$ cat src/rtl/stack_seq_pkg.sv
// Shared encodings and state types for the stack-op sequencer and its byte engine.
package stack_seq_pkg;

  localparam logic [2:0] OP_PUSH = 3'b000;
  localparam logic [2:0] OP_POP  = 3'b001;
  localparam logic [2:0] OP_CALL = 3'b010;
  localparam logic [2:0] OP_RET  = 3'b011;
  localparam logic [2:0] OP_LDSP = 3'b100;

  localparam logic [7:0] STACK_TOP_DEF = 8'h7F;

  typedef enum logic [1:0] {IDLE, BYTE, LDSP, DONE} top_state_t;

  typedef enum logic [2:0] {B_IDLE, B_INC, B_WR, B_RA, B_RD, B_DEC} byte_state_t;

  function automatic logic is_pop_op(input logic [2:0] op);
    return (op == OP_POP) || (op == OP_RET);
  endfunction

  function automatic logic is_two_byte(input logic [2:0] op);
    return (op == OP_CALL) || (op == OP_RET);
  endfunction

  // PUSH/POP/CALL/RET all live in the lower half of the op space.
  function automatic logic is_byte_op(input logic [2:0] op);
    return ~op[2];
  endfunction

endpackage

$ cat src/rtl/stack_byte_engine.sv
// Single-byte push/pop engine: drives SP push/pop/rd strobes and the RAM byte port.
module stack_byte_engine
  import stack_seq_pkg::*;
#(
  parameter int DATA_W = 8,
  parameter int ADDR_W = 8,
  parameter logic [ADDR_W-1:0] STACK_TOP = STACK_TOP_DEF
) (
  input  logic              clock,
  input  logic              reset,
  input  logic              start,
  input  logic              dir,
  input  logic [DATA_W-1:0] byte_in,
  output logic              done,
  output logic [DATA_W-1:0] byte_out,
  output logic              ovf_hit,
  output logic              unf_hit,
  output logic              sp_push,
  output logic              sp_pop,
  output logic              sp_rd,
  input  logic [ADDR_W-1:0] sp_rdata,
  output logic [ADDR_W-1:0] ram_addr,
  output logic [DATA_W-1:0] ram_wdata,
  output logic              ram_we,
  output logic              ram_re,
  input  logic [DATA_W-1:0] ram_rdata
);

  byte_state_t state, state_nxt, launch;
  logic [DATA_W-1:0] byte_q;

  always_ff @(posedge clock) begin
    if (reset) begin
      state  <= B_IDLE;
      byte_q <= '0;
    end else begin
      state <= state_nxt;
      if (state == B_RD) byte_q <= ram_rdata;
    end
  end

  // done is raised in the last cycle of a byte so the next byte can start back-to-back.
  always_comb begin
    state_nxt = state;
    launch    = dir ? B_RA : B_INC;
    done      = 1'b0;
    ovf_hit   = 1'b0;
    unf_hit   = 1'b0;
    sp_push   = 1'b0;
    sp_pop    = 1'b0;
    sp_rd     = 1'b0;
    ram_addr  = '0;
    ram_wdata = '0;
    ram_we    = 1'b0;
    ram_re    = 1'b0;
    case (state)
      B_IDLE: if (start) state_nxt = launch;
      B_INC: begin
        sp_push   = 1'b1;
        sp_rd     = 1'b1;
        ovf_hit   = (sp_rdata == STACK_TOP);
        state_nxt = B_WR;
      end
      B_WR: begin
        sp_rd     = 1'b1;
        ram_addr  = sp_rdata;
        ram_we    = 1'b1;
        ram_wdata = byte_in;
        done      = 1'b1;
        state_nxt = start ? launch : B_IDLE;
      end
      B_RA: begin
        sp_rd     = 1'b1;
        ram_addr  = sp_rdata;
        ram_re    = 1'b1;
        unf_hit   = (sp_rdata == '0);
        state_nxt = B_RD;
      end
      B_RD: state_nxt = B_DEC;
      B_DEC: begin
        sp_pop    = 1'b1;
        done      = 1'b1;
        state_nxt = start ? launch : B_IDLE;
      end
      default: state_nxt = B_IDLE;
    endcase
  end

  assign byte_out = byte_q;

endmodule

$ cat src/rtl/stack_op_sequencer.sv
// Command-level sequencer for PUSH/POP/CALL/RET/LDSP on an 8051-style stack.
module stack_op_sequencer
  import stack_seq_pkg::*;
#(
  parameter int DATA_W = 8,
  parameter int ADDR_W = 8,
  parameter logic [ADDR_W-1:0] STACK_TOP = STACK_TOP_DEF
) (
  input  logic                clock,
  input  logic                reset,
  input  logic                cmd_valid,
  output logic                cmd_ready,
  input  logic [2:0]          cmd_op,
  input  logic [2*DATA_W-1:0] cmd_data,
  output logic                rsp_valid,
  output logic [2*DATA_W-1:0] rsp_data,
  output logic                ovf,
  output logic                unf,
  output logic                sp_push,
  output logic                sp_pop,
  output logic                sp_rd,
  output logic                sp_wr,
  output logic [ADDR_W-1:0]   sp_wdata,
  input  logic [ADDR_W-1:0]   sp_rdata,
  output logic [ADDR_W-1:0]   ram_addr,
  output logic [DATA_W-1:0]   ram_wdata,
  output logic                ram_we,
  output logic                ram_re,
  input  logic [DATA_W-1:0]   ram_rdata
);

  top_state_t state, state_nxt;
  logic [2:0]          op_q;
  logic [2*DATA_W-1:0] data_q;
  logic [2*DATA_W-1:0] res_q;
  logic                idx_q;
  logic                ovf_pend;
  logic                unf_pend;
  logic                eng_start;
  logic                eng_dir;
  logic                eng_done;
  logic                eng_ovf_hit;
  logic                eng_unf_hit;
  logic [DATA_W-1:0]   eng_byte_in;
  logic [DATA_W-1:0]   eng_byte_out;

  // CALL pushes the low byte first; RET therefore pops the high byte first.
  assign eng_byte_in = idx_q ? data_q[2*DATA_W-1:DATA_W] : data_q[DATA_W-1:0];

  stack_byte_engine #(
    .DATA_W   (DATA_W),
    .ADDR_W   (ADDR_W),
    .STACK_TOP(STACK_TOP)
  ) u_engine (
    .clock    (clock),
    .reset    (reset),
    .start    (eng_start),
    .dir      (eng_dir),
    .byte_in  (eng_byte_in),
    .done     (eng_done),
    .byte_out (eng_byte_out),
    .ovf_hit  (eng_ovf_hit),
    .unf_hit  (eng_unf_hit),
    .sp_push  (sp_push),
    .sp_pop   (sp_pop),
    .sp_rd    (sp_rd),
    .sp_rdata (sp_rdata),
    .ram_addr (ram_addr),
    .ram_wdata(ram_wdata),
    .ram_we   (ram_we),
    .ram_re   (ram_re),
    .ram_rdata(ram_rdata)
  );

  always_ff @(posedge clock) begin
    if (reset) state <= IDLE;
    else       state <= state_nxt;
  end

  // The engine is started on the accept edge itself so its first strobe lands in N+1.
  always_comb begin
    state_nxt = state;
    cmd_ready = 1'b0;
    eng_start = 1'b0;
    eng_dir   = is_pop_op(op_q);
    sp_wr     = 1'b0;
    sp_wdata  = '0;
    rsp_valid = 1'b0;
    rsp_data  = '0;
    ovf       = 1'b0;
    unf       = 1'b0;
    case (state)
      IDLE: begin
        cmd_ready = 1'b1;
        eng_dir   = is_pop_op(cmd_op);
        if (cmd_valid) begin
          if (is_byte_op(cmd_op)) begin
            eng_start = 1'b1;
            state_nxt = BYTE;
          end else begin
            state_nxt = LDSP;
          end
        end
      end
      BYTE: begin
        if (eng_done) begin
          if (is_two_byte(op_q) && !idx_q) eng_start = 1'b1;
          else                             state_nxt = DONE;
        end
      end
      LDSP: begin
        if (op_q == OP_LDSP) begin
          sp_wr    = 1'b1;
          sp_wdata = data_q[ADDR_W-1:0];
        end
        state_nxt = DONE;
      end
      DONE: begin
        rsp_valid = 1'b1;
        rsp_data  = res_q;
        ovf       = ovf_pend;
        unf       = unf_pend;
        state_nxt = IDLE;
      end
      default: state_nxt = IDLE;
    endcase
  end

  always_ff @(posedge clock) begin
    if (reset) begin
      op_q     <= OP_PUSH;
      data_q   <= '0;
      res_q    <= '0;
      idx_q    <= 1'b0;
      ovf_pend <= 1'b0;
      unf_pend <= 1'b0;
    end else begin
      if (state == IDLE && cmd_valid) begin
        op_q   <= cmd_op;
        data_q <= cmd_data;
        res_q  <= '0;
        idx_q  <= 1'b0;
      end
      if (state == BYTE && eng_done) begin
        idx_q <= 1'b1;
        if (is_pop_op(op_q)) begin
          if (op_q == OP_RET && !idx_q) res_q[2*DATA_W-1:DATA_W] <= eng_byte_out;
          else                          res_q[DATA_W-1:0]        <= eng_byte_out;
        end
      end
      if (eng_ovf_hit) ovf_pend <= 1'b1;
      if (eng_unf_hit) unf_pend <= 1'b1;
      if (state == DONE) begin
        ovf_pend <= 1'b0;
        unf_pend <= 1'b0;
      end
    end
  end

endmodule

$ cat config.mk
export PLATFORM = sky130hd
export DESIGN_NAME = stack_op_sequencer
export DESIGN_NICKNAME = d
export VERILOG_FILES = /design/src/rtl/stack_seq_pkg.sv /design/src/rtl/stack_byte_engine.sv /design/src/rtl/stack_op_sequencer.sv
export SDC_FILE = /design/constraint.sdc
export NUM_CORES = 1
export LEC_CHECK = 0
export BUFFER_PORTS_ARGS = -buffer_cell sky130_fd_sc_hd__buf_2
export CORE_UTILIZATION = 40
export DETAILED_ROUTE_END_ITERATION = 16
export HOLD_SLACK_MARGIN = 0.06
export PLACE_DENSITY = 0.66
export SYNTH_ARGS = -nofsm -noshare
export SYNTH_HDL_FRONTEND = slang
export SYNTH_SLANG_ARGS = --single-unit
$ cat constraint.sdc
create_clock -name clock -period 2.5 [get_ports clock]
set_input_delay 0.125 -clock clock [delete_from_list [all_inputs] [get_ports clock]]
set_output_delay 0.125 -clock clock [all_outputs]
set_load 0.005 [all_outputs]
==> impl_metrics.yaml <==
timing:
  fmax_mhz: 565
  final_max_slew_viol_count: 0
  slew_headroom: 0.549
  fin_tns_setup_ns: 0
  hold_ws_ns: 0.0702
  rsz0062_at_grt: "no"
  hold_violations: 0
  fin_worst_skew_ns: 0.00981
  worstMarginPinSlew_ns: 0.676
  setup_slack_ns: 0.730
  fin_crit_sh: 0.708
  finalSetupViolations: 0
  layout_min_cycle_time_ns: 1.77
critical_path:
  r2r_slack_ns: 0.78
  critPathRequiredTime_ns: 2.38
  arrival_ns: 1.64
  start_kind: "register"
  worstSetupPathType: "register to output pin"
  crit_chain: "inv_1 > ha_1 > nor4bb_1 > buf_4 > and2_1 > buf_2"
  crit_path_max_fanout: 9
  cp-end-kind: "output pin"
  slowest_stage: "dfxtp_1"
  max_stage_delay_ns: 0.34
route:
  finalWirelength_um: 6300
  wl_per_cell_um: 12.8
  num_vias: 2414
  drtPass1Iterations: 4
  drtAntennaViolNets: 0
  avgViaCountPerCell: 4.90
  drc: 0
  drt_iter0_drc: 103
synth:
  async_flop_share: 0
  synth_common_cells: "nand2_1 (73), dfxtp_1 (51), a21oi_1 (48)"
  avgSynthCellArea_um2: 8.16
  synthDistinctLibCells: 41
  yosysSeqAreaShare: 0.396
  netlist_area_um2: 2580
  synth_largest_area_cell: "dfxtp_1"
  yosys.area.top_type_share: 0.396
  yosysMostFrequentCell: "nand2_1"
  synth_fp_nets: 358
  synthCells: 316
  yosys-top-cells-area: "dfxtp_1 (40%), nand2_1 (11%), a21oi_1 (9.3%)"
  synth_top_flop_cell: "dfxtp_1"
  ys_ff_latch: 51
  synth_edf_count: 0
  ys_warn_count: 0
finish:
  drive_gt1_frac: 0.297
  fill_cells: 597
  register_area_um2: 1020
  antenna_cells: 0
  finish.net_count: 460
  area_growth_syn_to_layout_pct: 30.4
  layout.cells.non_filler: 493
  multi_input_area_um2: 1410
global_routing:
  grt_max_degree: 29
  grt_pass1_wl_um: 10200
  overflow: 0
  grt_pass1_vias: 2210
  antenna_found_initial: 0
  grtUsageTotal: 0.197
cts:
  ctsResizeCount: 0
  cts_root_buf: "clkbuf_8"
  clkTransAtPathRegs_ns: 0.09
  cts_tree: "built"
  post_cts_buffers: 0
  numClockSinks: 51
  insertion_delay_ns: 0.30
  cts_buffers: 5
  cts_htree_levels: 2
  clock_path_buffers: 2
floorplanning:
  core_um2: 6060
  die-area_um2: 6770
  rows: 28
  die_w_um: 82.3
  fp.dieH_um: 82.3
  initial_core_util: 0.426
  top_level_ports: 88
power:
  power_density_nw_per_um2: 596
  p_leak_nw: 1.48
  finalPower_w: 0.00200
  vdd_ir_drop_max_v: 0.000518
placement:
  placed_cells: 463
  place_ws_ns: 0.756
  dp_hpwl_um: 4310
  numPortBuffers: 87
  place_congestion: 0.765
hold_path:
  hp-class: "input port to register"
status:
  status: "finished clean"
flow_run:
  maxCapViolCount: 0
==> logic make-up after synthesis <==
group,count (synthesis),synth area share
simple gates,164,0.322
compound gates,62,0.165
flops,51,0.396
buf+inv,25,0.0577
mux,10,0.0398
fa+ha+maj,4,0.0194
==> metrics by stage <==
stage / cell area (um^2) / utilization
floorplan: 2580 / -
global placement: 3050 / 0.504
detailed placement: 3050 / 0.504
CTS: 3360 / 0.555
global route: 3360 / 0.555
finish: 3360 / 0.555
==> registers in the layout (all words and copies together) (netlist names) <==
name	flops
u_engine.byte_out	8
res_q	16
ovf_pend	1
idx_q	1
data_q	16
op_q	3
unf_pend	1
state	2
u_engine.state	3
==> path summary, 6_finish.rpt <==
check / startpoint / endpoint / depth (start not counted)
setup / recovery: state[0] / sp_wdata[5] / 6
hold / removal: ram_rdata[0] / u_engine.byte_out[0] / 3
setup reg to reg: state[0] / u_engine.state[0] / 6
hold reg to reg: data_q[15] / data_q[15] / 2
==> timing repair <==
| item | 4_1_cts | 5_1_grt |
|---|---|---|
| endpoints found under the hold margin | 23 | 0 |
| endpoints found under the setup margin | 0 | 0 |
| hold buffers | 23 | 0 |
==> cell usage in the layout (no fill, tap or decap), drive strengths merged <==
cell | Yosys | layout
o21ai | 3 | 3
and3b | 1 | 1
o221ai | 1 | 1
ha | 4 | 4
a21oi | 49 | 49
o2111ai | 2 | 2
inv | 4 | 4
nor2 | 19 | 19
bufinv | 1 | 1
nor2b | 3 | 3
nand2b | 3 | 3
nand4b | 1 | 1
mux2 | 2 | 2
o211a | 1 | 1
nand3 | 15 | 15
nand2 | 74 | 74
nand4 | 1 | 1
nor3b | 1 | 1
dfxtp | 51 | 51
or3b | 1 | 1
a211oi | 1 | 1
nand3b | 1 | 1
nor4 | 2 | 2
a2111oi | 2 | 2
nor4bb | 1 | 1
mux2i | 8 | 8
dlygate4sd3 | 0 | 23
nor3 | 4 | 4
buf | 10 | 91
a31oi | 1 | 1
and2 | 37 | 37
clkbuf | 9 | 5
clkinv | 1 | 3
o2111a | 2 | 2
==> worst max-delay path, delay by kind of cell, from the launching register on <==
family,cells,cell delay (ns)
AND/OR/NAND/NOR,2,0.42
buffers and inverters,3,0.42
flip-flops,1,0.34
adder cells (fa/ha/maj),1,0.17
==> final cells by class <==
type,instances,area share
Tap cell,75,0.0279
Clock buffer,5,0.0205
Sequential cell,51,0.303
Inverter,6,0.0145
Timing Repair Buffer,114,0.210
Multi-Input combinational cell,240,0.419
Clock inverter,2,0.00409
==> where the power goes <==
group | leakage (nW) | switching [W] | internal (W)
logic | 1.02 | 0.000356 | 0.000249
clock network | 0.0440 | 0.000266 | 0.000192
registers | 0.414 | 0.0000564 | 0.000886
total | 1.48 | 0.000679 | 0.00133
==> metal layers <==
metal	vias up	routed length, um	track usage	part of all wire
li1	1261	-	-	-
met1	1079	3010	0.254	0.48
met2	64	2950	0.331	0.47
met3	10	247	0.0396	0.039
met4	0	89	0.0579	0.014
met5	-	0	0	0
Power figures use the tool's default switching activity.
